--- src/rtl/vga_vram_arbiter.sv ---
// Shared VRAM port arbiter: scanout reads, calculator writes and a screen-clear sequencer.
// Define VRAM_STALL_CNT_EN to add the stall_cnt output (write-request stall cycle counter).
//
// state    | meaning
// CLR_IDLE | no clear in progress, clear_start accepted
// CLR_RUN  | sequencer competes for blanking write slots, one cell per grant
// CLR_DONE | last cell granted, clear_done pulses for this one cycle
module vga_vram_arbiter #(
   parameter int                CELLS       = 2400,
   parameter int                ADDR_W      = 12,
   parameter int                DATA_W      = 8,
   parameter logic [DATA_W-1:0] CLEAR_VALUE = 8'h20
) (
   input  logic              clk,
   input  logic              reset,
   input  logic              in_display_area,
   input  logic              scan_rd_req,
   input  logic [ADDR_W-1:0] scan_addr,
   output logic [DATA_W-1:0] scan_data,
   output logic              scan_valid,
   input  logic              wr_req,
   input  logic [ADDR_W-1:0] wr_addr,
   input  logic [DATA_W-1:0] wr_data,
   output logic              wr_ack,
   output logic              wr_err,
   input  logic              clear_start,
   output logic              clear_busy,
   output logic              clear_done,
   output logic [ADDR_W-1:0] mem_addr,
   output logic              mem_we,
   output logic [DATA_W-1:0] mem_wdata,
`ifdef VRAM_STALL_CNT_EN
   output logic [15:0]       stall_cnt,
`endif
   input  logic [DATA_W-1:0] mem_rdata
);

   localparam logic [ADDR_W:0]   CELLS_X   = (ADDR_W+1)'(CELLS);
   localparam logic [ADDR_W-1:0] LAST_ADDR = ADDR_W'(CELLS - 1);

   typedef enum logic [1:0] {
      CLR_IDLE = 2'd0,
      CLR_RUN  = 2'd1,
      CLR_DONE = 2'd2
   } clr_state_t;

   clr_state_t        clr_state_q;
   logic [ADDR_W-1:0] clr_addr_q;
   logic              clear_busy_q;
   logic              clear_done_q;

   logic              run_q, run_d;
   logic              rr_wr_last_q, rr_wr_last_d;
   logic              rd_p1_q, rd_p1_d;
   logic              scan_valid_q, scan_valid_d;
   logic              mem_we_q, mem_we_d;
   logic [ADDR_W-1:0] mem_addr_q, mem_addr_d;
   logic [DATA_W-1:0] mem_wdata_q, mem_wdata_d;

   logic clr_pend, slot, contested, gnt_wr, gnt_clr, wr_bad, scan_go, clr_accept;

   // run_q keeps every grant and handshake output quiet until the first edge after reset
   always_comb begin
      clr_pend   = (clr_state_q == CLR_RUN);
      scan_go    = run_q && scan_rd_req;
      slot       = run_q && !scan_rd_req && !in_display_area && (wr_req || clr_pend);
      contested  = slot && wr_req && clr_pend;
      gnt_wr     = slot && wr_req && (!clr_pend || !rr_wr_last_q);
      gnt_clr    = slot && clr_pend && !gnt_wr;
      wr_bad     = ({1'b0, wr_addr} >= CELLS_X);
      clr_accept = (clr_state_q == CLR_IDLE) && clear_start;
   end

   always_comb begin
      run_d        = 1'b1;
      rd_p1_d      = scan_go;
      scan_valid_d = rd_p1_q;
      rr_wr_last_d = contested ? gnt_wr : rr_wr_last_q;
      mem_we_d     = 1'b0;
      mem_addr_d   = mem_addr_q;
      mem_wdata_d  = mem_wdata_q;
      if (scan_go) begin
         mem_addr_d = scan_addr;
      end else if (gnt_wr && !wr_bad) begin
         mem_we_d    = 1'b1;
         mem_addr_d  = wr_addr;
         mem_wdata_d = wr_data;
      end else if (gnt_clr) begin
         mem_we_d    = 1'b1;
         mem_addr_d  = clr_addr_q;
         mem_wdata_d = CLEAR_VALUE;
      end
   end

   always_ff @(posedge clk or negedge reset) begin
      if (!reset) begin
         run_q        <= 1'b0;
         rd_p1_q      <= 1'b0;
         scan_valid_q <= 1'b0;
         rr_wr_last_q <= 1'b0;
         mem_we_q     <= 1'b0;
         mem_addr_q   <= '0;
         mem_wdata_q  <= '0;
      end else begin
         run_q        <= run_d;
         rd_p1_q      <= rd_p1_d;
         scan_valid_q <= scan_valid_d;
         rr_wr_last_q <= rr_wr_last_d;
         mem_we_q     <= mem_we_d;
         mem_addr_q   <= mem_addr_d;
         mem_wdata_q  <= mem_wdata_d;
      end
   end

   always_ff @(posedge clk or negedge reset) begin
      if (!reset) begin
         clr_state_q  <= CLR_IDLE;
         clr_addr_q   <= '0;
         clear_busy_q <= 1'b0;
         clear_done_q <= 1'b0;
      end else begin
         case (clr_state_q)
            CLR_IDLE: begin
               clear_done_q <= 1'b0;
               if (clr_accept) begin
                  clr_state_q  <= CLR_RUN;
                  clr_addr_q   <= '0;
                  clear_busy_q <= 1'b1;
               end
            end
            CLR_RUN: begin
               if (gnt_clr) begin
                  if (clr_addr_q == LAST_ADDR) begin
                     clr_state_q  <= CLR_DONE;
                     clear_busy_q <= 1'b0;
                     clear_done_q <= 1'b1;
                  end else begin
                     clr_addr_q <= clr_addr_q + ADDR_W'(1);
                  end
               end
            end
            CLR_DONE: begin
               clr_state_q  <= CLR_IDLE;
               clear_done_q <= 1'b0;
            end
            default: begin
               clr_state_q  <= CLR_IDLE;
               clear_busy_q <= 1'b0;
               clear_done_q <= 1'b0;
            end
         endcase
      end
   end

`ifdef VRAM_STALL_CNT_EN
   logic [15:0] stall_q, stall_d;

   always_comb begin
      stall_d = stall_q;
      if (clr_accept) begin
         stall_d = '0;
      end else if (wr_req && !gnt_wr && (stall_q != 16'hFFFF)) begin
         stall_d = stall_q + 16'd1;
      end
   end

   always_ff @(posedge clk or negedge reset) begin
      if (!reset) begin
         stall_q <= '0;
      end else begin
         stall_q <= stall_d;
      end
   end

   assign stall_cnt = stall_q;
`endif

   assign wr_ack     = gnt_wr;
   assign wr_err     = gnt_wr && wr_bad;
   assign scan_valid = scan_valid_q;
   assign scan_data  = scan_valid_q ? mem_rdata : '0;
   assign clear_busy = clear_busy_q;
   assign clear_done = clear_done_q;
   assign mem_we     = mem_we_q;
   assign mem_addr   = mem_addr_q;
   assign mem_wdata  = mem_wdata_q;

endmodule

--- config.mk ---
export PLATFORM = sky130hd
export DESIGN_NAME = vga_vram_arbiter
export DESIGN_NICKNAME = d
export VERILOG_FILES = /design/src/rtl/vga_vram_arbiter.sv
export SDC_FILE = /design/constraint.sdc
export NUM_CORES = 1
export LEC_CHECK = 0
export CAP_MARGIN = 20
export CORE_MARGIN = 2
export CORE_UTILIZATION = 47
export DETAILED_ROUTE_END_ITERATION = 12
export PLACE_DENSITY_LB_ADDON = 0.15
export RECOVER_POWER = 100
export SYNTH_ARGS = -nofsm -noshare
export SYNTH_HDL_FRONTEND = slang
export SYNTH_SLANG_ARGS = --single-unit
--- constraint.sdc ---
create_clock -name clk -period 3.7 [get_ports clk]
set_input_delay 0.555 -clock clk [delete_from_list [all_inputs] [get_ports clk]]
set_output_delay 0.555 -clock clk [all_outputs]
set_load 0.03 [all_outputs]
==> run metrics, run 1 <==
outcome complete, but fails checks; failing checks max-capacitance violations, max-slew violations; count of standard-cell rows 24; routed vias 1852; ys async rst share 100%; pre-CTS setup slack 0.705 ns; # port buffers 79; critical-path maximum fanout 5; Worst VDD drop 0.230 mV; first-pass GRT wire length 8.40 mm; DRT Pass-1 Iters 4; most frequent cells in the layout clkdlybuf4s50_1, dfrtp_1, dlygate4sd3_1, nand3_1, and2_1; Slew Viols, Final 42; synthesis-to-finish area growth 41.3%; Initial Util 48.4%; CP peak stage delay 0.74 ns; Final HPWL DP 3.77 mm; antenna-violating nets left 0; vias in the first global route 1677; largest net degree at the start of global routing 42; worst rel slew slack -42.8%; deepest clock path buffer count 2; Worst EP required 3.14 ns; CP Buf/Inv Count 3; fmax 314 MHz; Slowest cell on crit path dlygate4sd3_1; Sinks on Clock Net 41; hold buffer count at cts 0; H-Tree Depth 2; Max Cap Violations 1; Post-Syn Area 2090 sq um; setup-violating endpoint count in the final report 0; final setup margin 0.520 ns; CP arrival 2.62 ns; Worst-Margin Slew 2.14 ns; Top delay family on crit path buffers and inverters; FF-to-FF Start clr_addr_q[0]$_DFFE_PN0P_; ratio of final minimum period to clock period 85.9%; unrepaired setup endpoints after global routing false; Routed wire per std cell 15.8 um; Synth Register Bits 41; via density per instance 5.68; Setup TNS 0 ns; IO Pins 80; critical path class in -> out; core area 4320 sq um; Crit. Startpoint scan_rd_req; GPL Wtd Cong 0.802; Hold Path Class reg -> reg; CTS tree done; Resized cells post-CTS 0; Total GRT Usage 21.4%; Die Ht 70.7 um; cell chosen for the clock root clkbuf_8; Clock Skew 0.0108 ns; Skew-Pair Late Insertion Delay 0.29 ns; antenna violations before repair 0; EDFF count, synth 0; residual DRC count 0; Diodes inserted 0; worst hold start rd_p1_q$_DFF_PN0_; Reg clk slew, reported paths 0.08 ns; commonest non-fill, non-tap cell in the layout clkdlybuf4s50_1; # Post-CTS Setup Buffers 0; unique cell type count in the Yosys netlist 43; chip width 70.7 um; critical path cell sequence dlygate4sd3_1, nor3b_4, o211ai_1, inv_1, and3_1, dlygate4sd3_1; sequential area share after synthesis 49.1%; Startpoint Class input pin; Initial DRC Count 120; Top FF cell, synth dfrtp_1; power per cell area 431 nW/um^2; total grt overflow 0; CP Capture Type primary output; LEAKAGE 1.33 nW; yosys warns 0; Total Power 1.27 mW; Post-Syn Area per Cell 10.7 sq um; Fin. Hold Viols 0; nets 320; Cells after Synth 195; layout cells sized above 1 8.03%; CP most frequent cell dlygate4sd3_1; syn nets 242; Final Critical Period 3.18 ns; WL final 5.14 mm; Num CTS Buffers 5; die area 5000 sq um
==> worst reg2reg max path: cells and delay by family, from the launching register on <==
| family | cells | cell delay [ns] |
|---|---|---|
| AOI/OAI and AO/OA | 3 | 1.50 |
| adders and majority gates | 1 | 0.23 |
| DFF | 1 | 0.45 |
| and+or+nand+nor | 2 | 0.41 |
==> state kept, by name, indices dropped and copies added (netlist names) <==
| signal | cells |
|---|---|
| mem_we | 1 |
| run_q | 1 |
| scan_valid | 1 |
| clr_state_q | 2 |
| clear_busy | 1 |
| mem_wdata | 8 |
| rd_p1_q | 1 |
| rr_wr_last_q | 1 |
| clear_done | 1 |
| clr_addr_q | 12 |
| mem_addr | 12 |
==> metrics by stage <==
step / std cells / utilization, % / cell area (sq um) / hold slack [ns]
after global routing: 326 / 68.3 / 2950 / 0.381
after detailed placement: 318 / 66.7 / 2880 / 0.352
after CTS: 326 / 68.7 / 2970 / 0.369
after global placement: 318 / 66.7 / 2880 / 0.333
final: 326 / 68.3 / 2950 / 0.366
after floorplan: 195 / - / 2090 / 0.259
==> layout make-up <==
class,count,area [sq um]
Fill cell,343,1370
Sequential cell,41,1030
Clock buffer,5,68.8
Tap cell,52,65.1
Multi-Input combinational cell,138,962
Timing Repair Buffer,79,785
Inverter,8,30.0
Clock inverter,3,17.5
==> cell families after synthesis <==
logic type	synth area share [%]
compound gates	19.5
xor+xnor	0.419
fa+ha+maj	0.598
buf+inv	4.25
flops	49.1
mux	5.27
other cells	0.179
simple gates	20.7
==> worst paths after layout <==
kind | to | slack (ns) | cells after the start
worst max-delay path | wr_err | 0.52 | 6
worst min register to register | scan_valid$_DFF_PN0_ | 0.37 | 0
worst max register to register | clr_addr_q[10]$_DFFE_PN0P_ | 1.04 | 6
worst min-delay path | scan_valid$_DFF_PN0_ | 0.37 | 0
max in group asynchronous | clr_addr_q[9]$_DFFE_PN0P_ | 1.59 | 1
min in group asynchronous | clr_addr_q[2]$_DFFE_PN0P_ | 0.87 | 1
==> per-layer routing <==
metal | wire length [um] | vias to the layer above | global-route usage (%)
met3 | 220 | 2 | 5.41
li1 | - | 890 | -
met2 | 2670 | 46 | 34.8
met4 | 35 | 0 | 5.87
met5 | 0 | - | 0
met1 | 2220 | 914 | 28.7
==> cells in the mapped netlist (2+ instances only) <==
master	count	area [sq um]
and2_1	12	75.1
o21ai_0	6	30.0
nand3_1	18	90.1
a22o_1	7	61.3
nor2_1	7	26.3
or4_1	3	22.5
o221a_1	2	22.5
mux2i_1	11	110
inv_1	7	26.3
dfrtp_1	41	1030
o21ai_1	7	35.0
buf_6	3	33.8
a21o_1	3	22.5
and3_1	4	25.0
nand4_1	3	18.8
nor3b_4	2	37.5
or3_1	6	37.5
o221a_2	9	101
nand2b_1	2	12.5
o211ai_1	2	15.0
a21oi_1	9	45.0
nand2_1	8	30.0
clkbuf_1	2	7.51
buf_2	2	10.0
==> where the power goes <==
group / internal (mW) / switching [mW]
Sequential: 0.521 / 0.0654
Combinational: 0.193 / 0.209
Clock: 0.130 / 0.155
Power figures use the tool's default switching activity.
==> inputs of run 2 (changes only) <==
- CORE_ASPECT_RATIO: default -> 0.75
==> run metrics, run 2 (synthesized netlist as in run 1, its figures left out) <==
# port buffers 79 (unchanged); Resized cells post-CTS 0 (unchanged); H-Tree Depth 2 (unchanged); Worst EP required 3.14 ns (about the same); Total Power 1.26 mW (-0.84%); deepest clock path buffer count 2 (unchanged); chip width 81.0 um (+15%); FF-to-FF Start clr_addr_q[0]$_DFFE_PN0P_; nets 320 (unchanged); Reg clk slew, reported paths 0.07 ns (about the same); vias in the first global route 1780 (+6.1%); DRT Pass-1 Iters 4 (unchanged); first-pass GRT wire length 8.04 mm (-4.4%); critical path cell sequence dlygate4sd3_1, nor3b_4, o211ai_1, inv_1, and3_1, dlygate4sd3_1; setup-violating endpoint count in the final report 0 (unchanged); hold buffer count at cts 0 (unchanged); CP Capture Type primary output; Initial Util 50.3% (+2.0 points); antenna-violating nets left 0 (unchanged); antenna violations before repair 0 (unchanged); Worst-Margin Slew 2.15 ns (+0.00735 ns); commonest non-fill, non-tap cell in the layout clkdlybuf4s50_1; Initial DRC Count 124 (+3.3%); LEAKAGE 1.32 nW (-0.31%); Final HPWL DP 3.96 mm (+5.0%); RR Endpoint clr_addr_q[8]$_DFFE_PN0P_; CP most frequent cell dlygate4sd3_1; CTS tree done; Clock Skew 0.00711 ns (-0.00372 ns); CP Buf/Inv Count 3 (unchanged); fmax 311 MHz (-1.2%); Worst VDD drop 0.297 mV (+29%); Final Critical Period 3.22 ns (+0.0381 ns); # Post-CTS Setup Buffers 0 (unchanged); Die Ht 61.8 um (-13%); Max Cap Violations 1 (unchanged); die area 5000 sq um (+0.11%); critical path class in -> out; power per cell area 428 nW/um^2 (-0.76%); Slew Viols, Final 42 (unchanged); synthesis-to-finish area growth 41.2% (about the same); core area 4150 sq um (-3.9%); IO Pins 80 (unchanged); worst rel slew slack -43.2% (-0.49 points); final instance area 2950 sq um (about the same); Routed wire per std cell 15.9 um (+1.0%); utilization after layout 71.1% (+2.7 points); routed vias 1830 (-1.2%); residual DRC count 0 (unchanged); Skew-Pair Late Insertion Delay 0.29 ns (about the same); Startpoint Class input pin; CP peak stage delay 0.74 ns (about the same); CP arrival 2.66 ns (+0.04 ns); Top delay family on crit path buffers and inverters; Multi-input gate area 962 sq um (unchanged); GPL Wtd Cong 0.796 (-0.70%); hold-critical path depth 0 (unchanged); Slowest cell on crit path dlygate4sd3_1; most frequent cells in the layout clkdlybuf4s50_1, dfrtp_1, dlygate4sd3_1, nand3_1; ratio of final minimum period to clock period 87.0% (+1.0 points); via density per instance 5.56 (-2.1%); cell chosen for the clock root clkbuf_8; worst hold start rd_p1_q$_DFF_PN0_; Reg2Reg Depth 6 (unchanged); largest net degree at the start of global routing 42 (unchanged); register area 1030 sq um (unchanged); Post-DP Area 2890 sq um (+0.13%); count of standard-cell rows 20 (-17%); Diodes inserted 0 (unchanged); Fin. Hold Viols 0 (unchanged); Sinks on Clock Net 41 (unchanged); Num CTS Buffers 5 (unchanged); Hold Path Class reg -> reg; fill count 343 (unchanged); failing checks max-capacitance violations, max-slew violations; unrepaired setup endpoints after global routing false; layout cells sized above 1 6.93% (-1.1 points); Total GRT Usage 21.4% (+0.057 points); outcome complete, but fails checks; WL final 5.24 mm (+1.9%); Setup TNS 0 ns (unchanged); total grt overflow 0 (unchanged); critical-path maximum fanout 5 (unchanged); Worst Hold Endpoint scan_valid$_DFF_PN0_; reg-to-reg slack, setup 0.96 ns (-0.08 ns)
-- run 2: changes by cell type in the layout (fill, tap and decap cells not counted), sizes merged --
cell and change:
clkinvlp -1, clkinv -2, clkbuf +3
-- run 2: final cells by class --
type,instances,area share [%]
timing repair buffer,79,26.6
clock buffer,8,2.71
sequential,41,34.8
multi-input combinational,138,32.6
inverter,8,1.02
tap,55,2.33
-- run 2: how the worst max path moves through the flow --
stage                     from  endpoint  slack (ns)  cells past startpoint
6_report           scan_rd_req    wr_err        0.48                      6
2_1_floorplan  in_display_area    wr_err        1.52                      4
5_1_grt            scan_rd_req    wr_err        0.40                      6
3_3_place_gp       scan_rd_req    wr_err        0.73                      6
4_1_cts        in_display_area    wr_err        0.63                      6
3_5_place_dp   in_display_area    wr_err        0.66                      6
-- run 2: worst reg2reg max path, delay by kind of cell, from the launching register on --
family	cells	cell delay [ns]
AO/OA/AOI/OAI	3	1.59
AND/OR/NAND/NOR	2	0.42
flip-flops	1	0.44
adder cells (fa/ha/maj)	1	0.21
-- run 2: per-stage QoR --
| step | hold WS (ns) | instances | setup slack [ns] |
|---|---|---|---|
| 6_report | 0.349 | 329 | 0.482 |
| 5_1_grt | 0.376 | 329 | 0.403 |
| 4_1_cts | 0.353 | 329 | 0.633 |
| 3_5_place_dp | 0.336 | 321 | 0.655 |
| 3_3_place_gp | 0.342 | 321 | 0.727 |
| 2_1_floorplan | 0.259 | 195 | 1.52 |
-- run 2: metal layers --
metal	share of wire, %	GRT usage [%]	vias to the layer above
li1	-	-	888
met1	44	28.3	877
met2	49	34.8	59
met3	6.0	5.35	6
met4	1.3	8.47	0
met5	0	0	-
-- run 2: power by group --
group	internal [mW]	leakage [nW]	switching [mW]	total (mW)
Sequential	0.521	0.500	0.0658	0.587
Clock	0.134	0.0395	0.142	0.276
Combinational	0.193	0.785	0.208	0.400
